File: src/rtl/lc3_pkg.sv
// Shared LC-3 definitions: opcode encodings, fetch-controller states and opcode class helpers.
package lc3_pkg;

  localparam logic [3:0] OP_BR  = 4'b0000;
  localparam logic [3:0] OP_LD  = 4'b0010;
  localparam logic [3:0] OP_ST  = 4'b0011;
  localparam logic [3:0] OP_JSR = 4'b0100;
  localparam logic [3:0] OP_LDR = 4'b0110;
  localparam logic [3:0] OP_STR = 4'b0111;
  localparam logic [3:0] OP_JMP = 4'b1100;

  typedef enum logic [1:0] {
    IDLE  = 2'd0,
    MEM   = 2'd1,
    FETCH = 2'd2
  } state_t;

  function automatic logic is_mem_op(input logic [3:0] op);
    return (op == OP_LD) || (op == OP_ST) || (op == OP_LDR) || (op == OP_STR);
  endfunction

  function automatic logic is_store_op(input logic [3:0] op);
    return (op == OP_ST) || (op == OP_STR);
  endfunction

endpackage

File: src/rtl/lc3_next_pc.sv
// Combinational next-PC and effective-address resolution for the retiring instruction.
module lc3_next_pc
  import lc3_pkg::*;
#(
  parameter int unsigned ADDR_W   = 16,
  parameter int unsigned OFFSET_W = 9
) (
  input  logic [ADDR_W-1:0]          pc,
  input  logic [3:0]                 op_code,
  input  logic signed [OFFSET_W-1:0] offset,
  input  logic [ADDR_W-1:0]          reg_val,
  input  logic [2:0]                 br_nzp,
  input  logic [2:0]                 result_nzp,
  output logic [ADDR_W-1:0]          next_pc,
  output logic [ADDR_W-1:0]          ea
);

  logic [ADDR_W-1:0] sext;
  logic [ADDR_W-1:0] pc_inc;
  logic [ADDR_W-1:0] pc_rel;
  logic              taken;

  // Size cast of a signed operand sign-extends; all sums wrap at ADDR_W.
  assign sext   = ADDR_W'(offset);
  assign pc_inc = pc + ADDR_W'(1);
  assign pc_rel = pc_inc + sext;
  assign taken  = |(br_nzp & result_nzp);

  always_comb begin
    next_pc = pc_inc;
    unique case (op_code)
      OP_BR:   next_pc = taken ? pc_rel : pc_inc;
      OP_JSR:  next_pc = pc_rel;
      OP_JMP:  next_pc = reg_val;
      default: next_pc = pc_inc;
    endcase
  end

  assign ea = ((op_code == OP_LD) || (op_code == OP_ST)) ? pc_rel : (reg_val + sext);

endmodule

File: src/rtl/lc3_fetch_ctrl.sv
// LC-3 fetch/redirect controller: optional data access, then instruction fetch on the shared port.
module lc3_fetch_ctrl
  import lc3_pkg::*;
#(
  parameter int unsigned       ADDR_W   = 16,
  parameter int unsigned       OFFSET_W = 9,
  parameter int unsigned       MEM_LAT  = 1,
  parameter logic [ADDR_W-1:0] RESET_PC = '0
) (
  input  logic                clk,
  input  logic                rst_n,
  input  logic                fetch_start,
  input  logic [3:0]          opCode_in,
  input  logic [OFFSET_W-1:0] offset_in,
  input  logic [ADDR_W-1:0]   reg_in,
  input  logic [2:0]          br_nzp,
  input  logic [2:0]          result_nzp,
  output logic [ADDR_W-1:0]   addr_out,
  output logic                wea_out,
  output logic [ADDR_W-1:0]   pc,
  output logic                busy,
  output logic                ir_valid
);

  localparam int CNT_W = $clog2(MEM_LAT + 1);

  state_t            state, state_d;
  logic [CNT_W-1:0]  cnt, cnt_d;
  logic [ADDR_W-1:0] pc_d, addr_d;
  logic [ADDR_W-1:0] npc_q, npc_d, ea_q, ea_d;
  logic [ADDR_W-1:0] next_pc, ea;
  logic              wea_d, irv_d, last_cycle;

  lc3_next_pc #(
    .ADDR_W  (ADDR_W),
    .OFFSET_W(OFFSET_W)
  ) u_next_pc (
    .pc        (pc),
    .op_code   (opCode_in),
    .offset    (offset_in),
    .reg_val   (reg_in),
    .br_nzp    (br_nzp),
    .result_nzp(result_nzp),
    .next_pc   (next_pc),
    .ea        (ea)
  );

  assign busy       = (state != IDLE);
  assign last_cycle = (cnt == CNT_W'(MEM_LAT));

  // Outputs are computed one cycle ahead so addr_out/wea_out/ir_valid come straight from flops.
  always_comb begin
    state_d = state;
    cnt_d   = cnt;
    pc_d    = pc;
    npc_d   = npc_q;
    ea_d    = ea_q;
    addr_d  = '0;
    wea_d   = 1'b0;
    irv_d   = 1'b0;
    unique case (state)
      IDLE: begin
        if (fetch_start) begin
          npc_d = next_pc;
          ea_d  = ea;
          cnt_d = CNT_W'(1);
          if (is_mem_op(opCode_in)) begin
            state_d = MEM;
            addr_d  = ea;
            wea_d   = is_store_op(opCode_in);
          end else begin
            state_d = FETCH;
            pc_d    = next_pc;
            addr_d  = next_pc;
          end
        end
      end
      MEM: begin
        if (last_cycle) begin
          state_d = FETCH;
          cnt_d   = CNT_W'(1);
          pc_d    = npc_q;
          addr_d  = npc_q;
        end else begin
          cnt_d  = cnt + CNT_W'(1);
          addr_d = ea_q;
        end
      end
      FETCH: begin
        if (last_cycle) begin
          state_d = IDLE;
          irv_d   = 1'b1;
        end else begin
          cnt_d  = cnt + CNT_W'(1);
          addr_d = npc_q;
        end
      end
      default: state_d = IDLE;
    endcase
  end

  always_ff @(posedge clk) begin
    if (!rst_n) begin
      state    <= IDLE;
      cnt      <= '0;
      pc       <= RESET_PC;
      addr_out <= '0;
      wea_out  <= 1'b0;
      ir_valid <= 1'b0;
    end else begin
      state    <= state_d;
      cnt      <= cnt_d;
      pc       <= pc_d;
      addr_out <= addr_d;
      wea_out  <= wea_d;
      ir_valid <= irv_d;
    end
  end

  // Captured next-PC and effective address are pure data and need no reset.
  always_ff @(posedge clk) begin
    npc_q <= npc_d;
    ea_q  <= ea_d;
  end

endmodule
File: config.mk
export PLATFORM = sky130hd
export DESIGN_NAME = lc3_fetch_ctrl
export DESIGN_NICKNAME = d
export VERILOG_FILES = /design/src/rtl/lc3_pkg.sv /design/src/rtl/lc3_next_pc.sv /design/src/rtl/lc3_fetch_ctrl.sv
export SDC_FILE = /design/constraint.sdc
export NUM_CORES = 1
export LEC_CHECK = 0
export BUFFER_PORTS_ARGS = -buffer_cell sky130_fd_sc_hd__buf_2
export CAP_MARGIN = 20
export CORE_AREA = 2 2 104 106
export DETAILED_ROUTE_END_ITERATION = 10
export DIE_AREA = 0 0 106 108
export GPL_TIMING_DRIVEN = 0
export PLACE_DENSITY = 0.73
export SLEW_MARGIN = 40
export SYNTH_ARGS = -nofsm -noshare
export SYNTH_HDL_FRONTEND = slang
export SYNTH_SLANG_ARGS = --single-unit
export TNS_END_PERCENT = 20
File: constraint.sdc
create_clock -name clk -period 2.9 [get_ports clk]
set_input_delay 0.145 -clock clk [delete_from_list [all_inputs] [get_ports clk]]
set_output_delay 0.145 -clock clk [all_outputs]
set_load 0.01 [all_outputs]
==> results by group, run 1 <==
Worst setup path
  – Data arrival time of the critical path: around 3.5 ns
  – Critical path launch point type: register
  – Worst path required time: 3.15 ns
  – Critical setup path kind: reg -> reg
  – Type of destination of the critical path: register
  – Maximum fanout along the worst path: 3

Finish
  – Share of cells above drive strength 1: 0.304
  – Cell area after layout: about 0.0065 mm2
  – # fillers: 808
  – Antenna Diode Count: 0
  – Area taken by multi-input logic gates: 0.00369 mm2
  – Area taken by flip-flops and latches: 0.00173 mm2
  – Area grow syn2layout: 28.6%
  – Number of nets in the finished design: about 760

Synthesis
  – #FFs+latches synth: 69
  – Synth area leader: edfxtp_1
  – Yosys warning total: 0
  – Fraction of post-synthesis cell area in the top cell type by area: 0.189
  – Post-synth design cell area: 0.00509 mm2
  – Post-Syn Area per Cell: a little under 9 um2
  – Syn_nets: 651
  – Post-synthesis async set-or-reset flop share: 0
  – Number of instances in the synthesized netlist: 577
  – Top area cells in the synthesized netlist: edfxtp_1 19%, dfxtp_1 15%, ha_1 8.4%
  – Post-synthesis sequential area ratio: 0.335
  – Distinct cell type count after synthesis: 72
  – Count of flip-flops with a built-in enable after synthesis: 32
  – Flip-flop cell with the highest count after synthesis: dfxtp_1

STA
  – Post-layout worst setup margin: -0.327 ns
  – Final worst path period share: 1.11
  – Final Hold Slack: 0.104 ns
  – Least-Margin Pin Slew: 0.883 ns
  – Setup clock skew after layout: 0.00917 ns
  – Slew HR: 0.412
  – Post-route minimum period: ~3.2 ns
  – Highest achievable clock rate: 310 MHz
  – Max-slew violation count: 0
  – Endpoints failing setup: 27
  – Setup repair after global routing missed its margin: true
  – Final count of hold timing violations: 0

Clock tree
  – Source-to-sink clock delay at the later pin of the worst-skew pair: 0.36 ns
  – Root cell of the clock tree: clkbuf_8
  – CTS tree: built
  – Total of hold buffers inserted after clock tree synthesis: 0
  – Maximum buffer depth of the clock tree: 2
  – Clock slew at the register clock pins of the worst setup and hold paths: 0.07 ns
  – TritonCTS Sinks: 69
  – Number of buffers inserted during clock tree synthesis: 9
  – Max H-tree Level: 3

Global route
  – Largest net degree at the start of global routing: 42
  – Total Routing Usage GR: 0.282
  – Number of antenna violations at the first check in global routing: 0
  – Wire length of the first global-routing pass: 25.0 mm
  – Remaining Overflow, GRT: 0
  – Number of global-route vias before repair: 4939

Job
  – Maxcap violations: 0

Routing
  – Starting DRT DRC Count: 613
  – First-pass iteration count of the detailed router: 6
  – Detail Route Antenna Nets: 0
  – Total number of vias: 5187
  – Drt wl/cell: between 15 and 20 um
  – DRC violations left: 0
  – Via density per instance: 6.24
  – Routed WL: ~17 mm

Pwr
  – Worst voltage drop across the vdd grid: 0.267 mV
  – Leakage power total: 2.75 nW
  – Power density cells: 438 mW/mm2

Floorplanning
  – Number of top-level pins: 73
  – Effective utilization at floorplan: 0.497
  – Die area: 0.0114 mm2
  – Core region area: 0.0102 mm2
  – Number of placement rows: 37
  – Overall die height: approximately 110 um
  – Die boundary width: approximately 110 um

Placed design
  – DP Area: between 0.005 and 0.006 mm2
  – Detail Placement HPWL: 11.4 mm
  – Final estimated routing congestion in global placement: 0.901
  – Number of port buffers: a little over 70

Run status
  – Failing checks: setup timing
  – Run status: finished, violations left

Worst hold path
  – Min-Delay Path Class: in -> reg
[cell type report]
class	count	area share
Buffer	26	0.0161
Clock buffer	10	0.0195
Clock inverter	6	0.00823
Inverter	16	0.00918
Multi-Input combinational cell	466	0.565
Sequential cell	69	0.264
Tap cell	136	0.0260
Timing Repair Buffer	102	0.0918
[synth_stat cells, types with 3 or more instances]
| cell type | n |
|---|---|
| a31oi_1 | 7 |
| o21ai_1 | 11 |
| xnor2_1 | 18 |
| o21bai_1 | 5 |
| a222oi_1 | 6 |
| nand3_1 | 21 |
| and2_1 | 3 |
| and3_1 | 8 |
| or3_1 | 6 |
| a211oi_1 | 10 |
| clkbuf_1 | 23 |
| nand2_1 | 46 |
| o21ai_0 | 17 |
| o211ai_1 | 6 |
| inv_1 | 16 |
| a21oi_1 | 44 |
| xor2_1 | 21 |
| ha_1 | 34 |
| o22ai_1 | 3 |
| a22oi_2 | 3 |
| edfxtp_1 | 32 |
| and4_1 | 3 |
| nor2_1 | 67 |
| mux2i_1 | 18 |
| a22oi_1 | 7 |
| nor2b_1 | 4 |
| o32ai_1 | 3 |
| mux2_2 | 9 |
| a21o_1 | 12 |
| dfxtp_1 | 37 |
| nand2b_1 | 6 |
| nor3_1 | 13 |
[worst paths after layout]
check	to	slack, ns	startpoint	cells after the start
worst max-delay path	pc[11]	-0.33	pc[0]	15
worst min-delay path	wea_out	0.10	opCode_in[0]	3
worst max register to register	pc[11]	-0.33	pc[0]	15
worst min register to register	pc[8]	0.54	pc[8]	2
[placed cells by master, fill, tap and decap left out, types with 11 or more instances in the layout]
master,instances
o21ai_1,15
clkbuf_1,23
a21oi_1,35
ha_1,24
a21o_1,12
mux2i_1,18
nor3_1,11
buf_2,72
nand3_1,17
inv_1,15
xor2_1,14
dfxtp_1,28
nand2_1,44
o21ai_0,12
edfxtp_1,32
nor2_1,65
buf_4,27
xnor2_1,12
[critical path, cell delays in order, from the launching register on]
cell,delay [ns]
dfxtp_4,0.37
ha_4,0.13
nand4_1,0.13
nor2_2,0.15
nand3_2,0.14
xor2_2,0.25
inv_2,0.09
ha_4,0.23
a21o_1,0.18
a21o_1,0.18
a221o_1,0.39
buf_4,0.17
xnor2_2,0.13
o21ai_1,0.25
nor2_1,0.09
o41ai_1,0.24
[state kept, by name, indices dropped and copies added, names as in the netlist]
name,count
ea_q,16
npc_q,16
ir_valid,1
cnt,1
state,2
pc,16
addr_out,16
wea_out,1
[report_power, final]
group | internal (W) | switching [W]
Combinational | 0.000383 | 0.000559
Clock | 0.000387 | 0.000359
Sequential | 0.00113 | 0.0000496
Total | 0.00190 | 0.000968
[per-layer routing]
metal  wire length, um  up-vias  GRT usage
li1                  -     2377          -
met5                 0        -          0
met2              7680      315      0.471
met1              6700     2449      0.375
met3              1700       46     0.0470
met4               435        0     0.0893
[metrics by stage]
step	TNS (ns)	power, W	setup WS [ns]	cells	utilization
6_report	-5.02	0.00286	-0.327	831	0.639
5_1_grt	-8.16	0.00298	-0.464	831	0.639
4_1_cts	-3.13	0.00279	-0.305	824	0.619
3_5_place_dp	-7.54	0.00199	-0.538	785	0.555
3_3_place_gp	-7.52	0.00197	-0.464	785	0.554
2_1_floorplan	-0.190	0.00174	-0.0777	577	-
[logic make-up (layout without fill, tap and decap cells)]
logic type,Yosys count,after routing,synth area share
compound gates,168,168,0.233
xor+xnor,39,39,0.0672
fa+ha+maj,36,36,0.0915
buf+inv,42,160,0.0317
flops,69,69,0.335
mux,28,28,0.0576
simple gates,195,195,0.184
[timing repair]
action | 4_1_cts | 5_1_grt
buffers inserted | 23 | 7
hold endpoints to repair | 0 | 0
gates resized for setup | 61 | 26
gates cloned | 0 | 0
setup endpoints to repair | 29 | 34
pin swaps | 31 | 20
Note: power is estimated with default switching activity, not from simulation.
==> run 2: changes to the inputs <==
--- a/config.mk
+++ b/config.mk
@@ -12,6 +12,7 @@
 export DIE_AREA = 0 0 106 108
 export GPL_TIMING_DRIVEN = 0
 export PLACE_DENSITY = 0.73
+export RECOVER_POWER = 100
 export SLEW_MARGIN = 40
 export SYNTH_ARGS = -nofsm -noshare
 export SYNTH_HDL_FRONTEND = slang
==> run 2 against run 1 <==
Effect of this change: the run still ends with setup timing left; clock power increased by 0.9%; critical path depth decreased by 2; clock-buffer cell count unchanged; critical endpoint is now addr_out[12]; largest cell class unchanged; largest power group unchanged.
==> results by group, run 2 (synthesized netlist as in run 1, its figures left out) <==
Finish
  – # fillers: 816 (was 808)
  – Area taken by flip-flops and latches: 0.00173 mm2 (unchanged)
  – Antenna Diode Count: 0 (unchanged)
  – Cell area after layout: 0.00651 mm2 (was 0.00654 mm2)
  – Area grow syn2layout: 28.0% (was 28.6%)
  – Most common cell after layout, fill and taps aside: nor2_1 (was buf_2)
  – Number of nets in the finished design: 764 (unchanged)
  – Share of cells above drive strength 1: 0.273 (was 0.304)
  – Highest-count cells in the layout ignoring fill and taps: 65 x nor2_1, 51 x buf_2, 44 x nand2_1, 44 x clkbuf_1, 35 x a21oi_1 (was 72 x buf_2, 65 x nor2_1, 44 x nand2_1)
  – Cell Count, Final, Fillers Out: 831 (unchanged)
  – Area taken by multi-input logic gates: 0.00369 mm2 (unchanged)

Worst hold path
  – Min-Delay Path Class: in -> reg (unchanged)

Global route
  – Number of global-route vias before repair: 4939 (unchanged)
  – Remaining Overflow, GRT: 0 (unchanged)
  – Number of antenna violations at the first check in global routing: 0 (unchanged)
  – Largest net degree at the start of global routing: 42 (unchanged)
  – Total Routing Usage GR: 0.282 (unchanged)
  – Wire length of the first global-routing pass: 25.0 mm (unchanged)

Clock tree
  – Total of hold buffers inserted after clock tree synthesis: 0 (unchanged)
  – Clock slew at the register clock pins of the worst setup and hold paths: 0.08 ns (was 0.07 ns)
  – Max H-tree Level: 3 (unchanged)
  – TritonCTS Sinks: 69 (unchanged)
  – Root cell of the clock tree: clkbuf_8 (unchanged)
  – Number of buffers inserted during clock tree synthesis: 9 (unchanged)
  – CTS tree: built (unchanged)
  – Maximum buffer depth of the clock tree: 2 (unchanged)
  – Source-to-sink clock delay at the later pin of the worst-skew pair: 0.36 ns (about the same)

Floorplanning
  – Die boundary width: 106 um (unchanged)
  – Number of placement rows: 37 (unchanged)
  – Die area: 0.0114 mm2 (unchanged)
  – Effective utilization at floorplan: 0.497 (unchanged)
  – Number of top-level pins: 73 (unchanged)
  – Overall die height: 108 um (unchanged)
  – Core region area: 0.0102 mm2 (unchanged)

Routing
  – Drt wl/cell: 20.0 um (was 19.9 um)
  – Via density per instance: 6.22 (was 6.24)
  – DRC violations left: 0 (unchanged)
  – Routed WL: 16.6 mm (was 16.5 mm)
  – First-pass iteration count of the detailed router: 6 (unchanged)
  – Total number of vias: 5169 (was 5187)
  – Detail Route Antenna Nets: 0 (unchanged)
  – Starting DRT DRC Count: 611 (was 613)

Worst setup path
  – Critical path launch point type: register (unchanged)
  – Data arrival time of the critical path: 3.57 ns (was 3.48 ns)
  – End of the critical path: addr_out[12] (was pc[11])
  – Source of the worst register-to-register timing path: pc[5] (was pc[0])
  – Type of destination of the critical path: register (unchanged)
  – Critical setup path kind: reg -> reg (unchanged)
  – Critical-path cell with the highest stage delay: dfxtp_2 (was a221o_1)
  – Delay of the slowest cell on the worst path: 0.40 ns (was 0.39 ns)
  – Depth of the worst register-to-register path: 13 (was 15)
  – Maximum fanout along the worst path: 5 (was 3)
  – Slack of the worst reg-to-reg path: -0.36 ns (was -0.33 ns)
  – Worst path required time: 3.21 ns (was 3.15 ns)
  – R2r endpoint: addr_out[12] (was pc[11])
  – Critical path startpoint: pc[5] (was pc[0])
  – Series of cell instances along the critical path: nand2_2 > nor3_4 > buf_4 > xor2_2 > ha_4 > a21oi_2 > o211ai_1 > nand3_2 > nor4bb_2 > a311o_1 > a21oi_4 > o32ai_1 > a21o_1 (was ha_4 > nand4_1 > nor2_2 > nand3_2 > xor2_2 > inv_2 > ha_4 > a21o_1 > a21o_1 > a221o_1 > buf_4 > xnor2_2 > o21ai_1 > nor2_1 > o41ai_1)

Placed design
  – DP Area: 0.00568 mm2 (unchanged)
  – Number of port buffers: 72 (unchanged)
  – Detail Placement HPWL: 11.4 mm (unchanged)
  – Placed insts: 785 (unchanged)
  – Final estimated routing congestion in global placement: 0.901 (unchanged)

STA
  – Setup repair after global routing missed its margin: true (unchanged)
  – Final count of hold timing violations: 0 (unchanged)
  – Least-Margin Pin Slew: 0.871 ns (was 0.883 ns)
  – Final worst path period share: 1.12 (was 1.11)
  – Post-layout worst setup margin: -0.360 ns (was -0.327 ns)
  – Highest achievable clock rate: 307 MHz (was 310 MHz)
  – Post-route minimum period: 3.26 ns (was 3.23 ns)
  – Setup clock skew after layout: 0.0110 ns (was 0.00917 ns)
  – Endpoints failing setup: 27 (unchanged)
  – Slew HR: 0.419 (was 0.412)
  – Max-slew violation count: 0 (unchanged)

Pwr
  – Leakage power total: 2.66 nW (was 2.75 nW)
  – Worst voltage drop across the vdd grid: 0.272 mV (was 0.267 mV)
  – Power density cells: 441 mW/mm2 (was 438 mW/mm2)

Run status
  – Run status: finished, violations left (unchanged)
  – Failing checks: setup timing (unchanged)

Job
  – Maxcap violations: 0 (unchanged)
## run 2: worst min-delay path by stage
| stage | slack (ns) | end | start | cells after the start |
|---|---|---|---|---|
| after CTS | 0.09 | wea_out | opCode_in[0] | 3 |
| final | 0.09 | wea_out | opCode_in[0] | 3 |
| after global routing | 0.1 | wea_out | opCode_in[0] | 3 |
| after floorplan | 0.26 | wea_out | opCode_in[0] | 2 |
| after detailed placement | 0.46 | wea_out | opCode_in[0] | 3 |
| after global placement | 0.45 | wea_out | opCode_in[0] | 3 |
## run 2: metrics by stage
step           TNS, ns  power, W   util  hold slack, ns  setup WS [ns]
5_1_grt          -8.16   0.00298  0.637          0.0966         -0.464
6_report         -5.00   0.00287  0.637          0.0927         -0.360
2_1_floorplan   -0.190   0.00174      -           0.259        -0.0777
3_3_place_gp     -7.52   0.00197  0.554           0.453         -0.464
3_5_place_dp     -7.54   0.00199  0.555           0.459         -0.538
4_1_cts          -3.13   0.00279  0.619          0.0872         -0.305
## run 2: critical path: cells and delay by family, from the launching register on
| kind | cells | cell delay, ns |
|---|---|---|
| AOI/OAI and AO/OA | 6 | 1.25 |
| and+or+nand+nor | 4 | 0.88 |
| DFF | 1 | 0.40 |
| xor gates and xnor gates | 1 | 0.25 |
| adders and majority gates | 1 | 0.25 |
| buffers and inverters | 1 | 0.17 |
## run 2: final cells by class
class	instances	area share
Timing Repair Buffer	102	0.0882
Sequential cell	69	0.265
Buffer	26	0.0161
Clock buffer	10	0.0196
Clock inverter	6	0.00826
Multi-Input combinational cell	466	0.567
Inverter	16	0.00922
Tap cell	136	0.0261
## run 2: where the power goes
| group | switching, W | total [W] | internal (W) |
|---|---|---|---|
| clock | 0.000366 | 0.000753 | 0.000387 |
| sequential | 0.0000508 | 0.00118 | 0.00113 |
| combinational | 0.000561 | 0.000939 | 0.000378 |
## run 2: routing by layer
layer,track usage,vias to the layer above,wire [um]
met5,0,-,0
met4,0.0893,0,402
met3,0.0470,40,1630
met2,0.471,325,7740
met1,0.375,2417,6820
li1,-,2387,-
## run 2: timing repair
action,CTS,global route
setup buffers,23,7
cloned,0,0
pin swaps,31,20
gates resized for setup,61,26
endpoints found under the setup margin,29,34
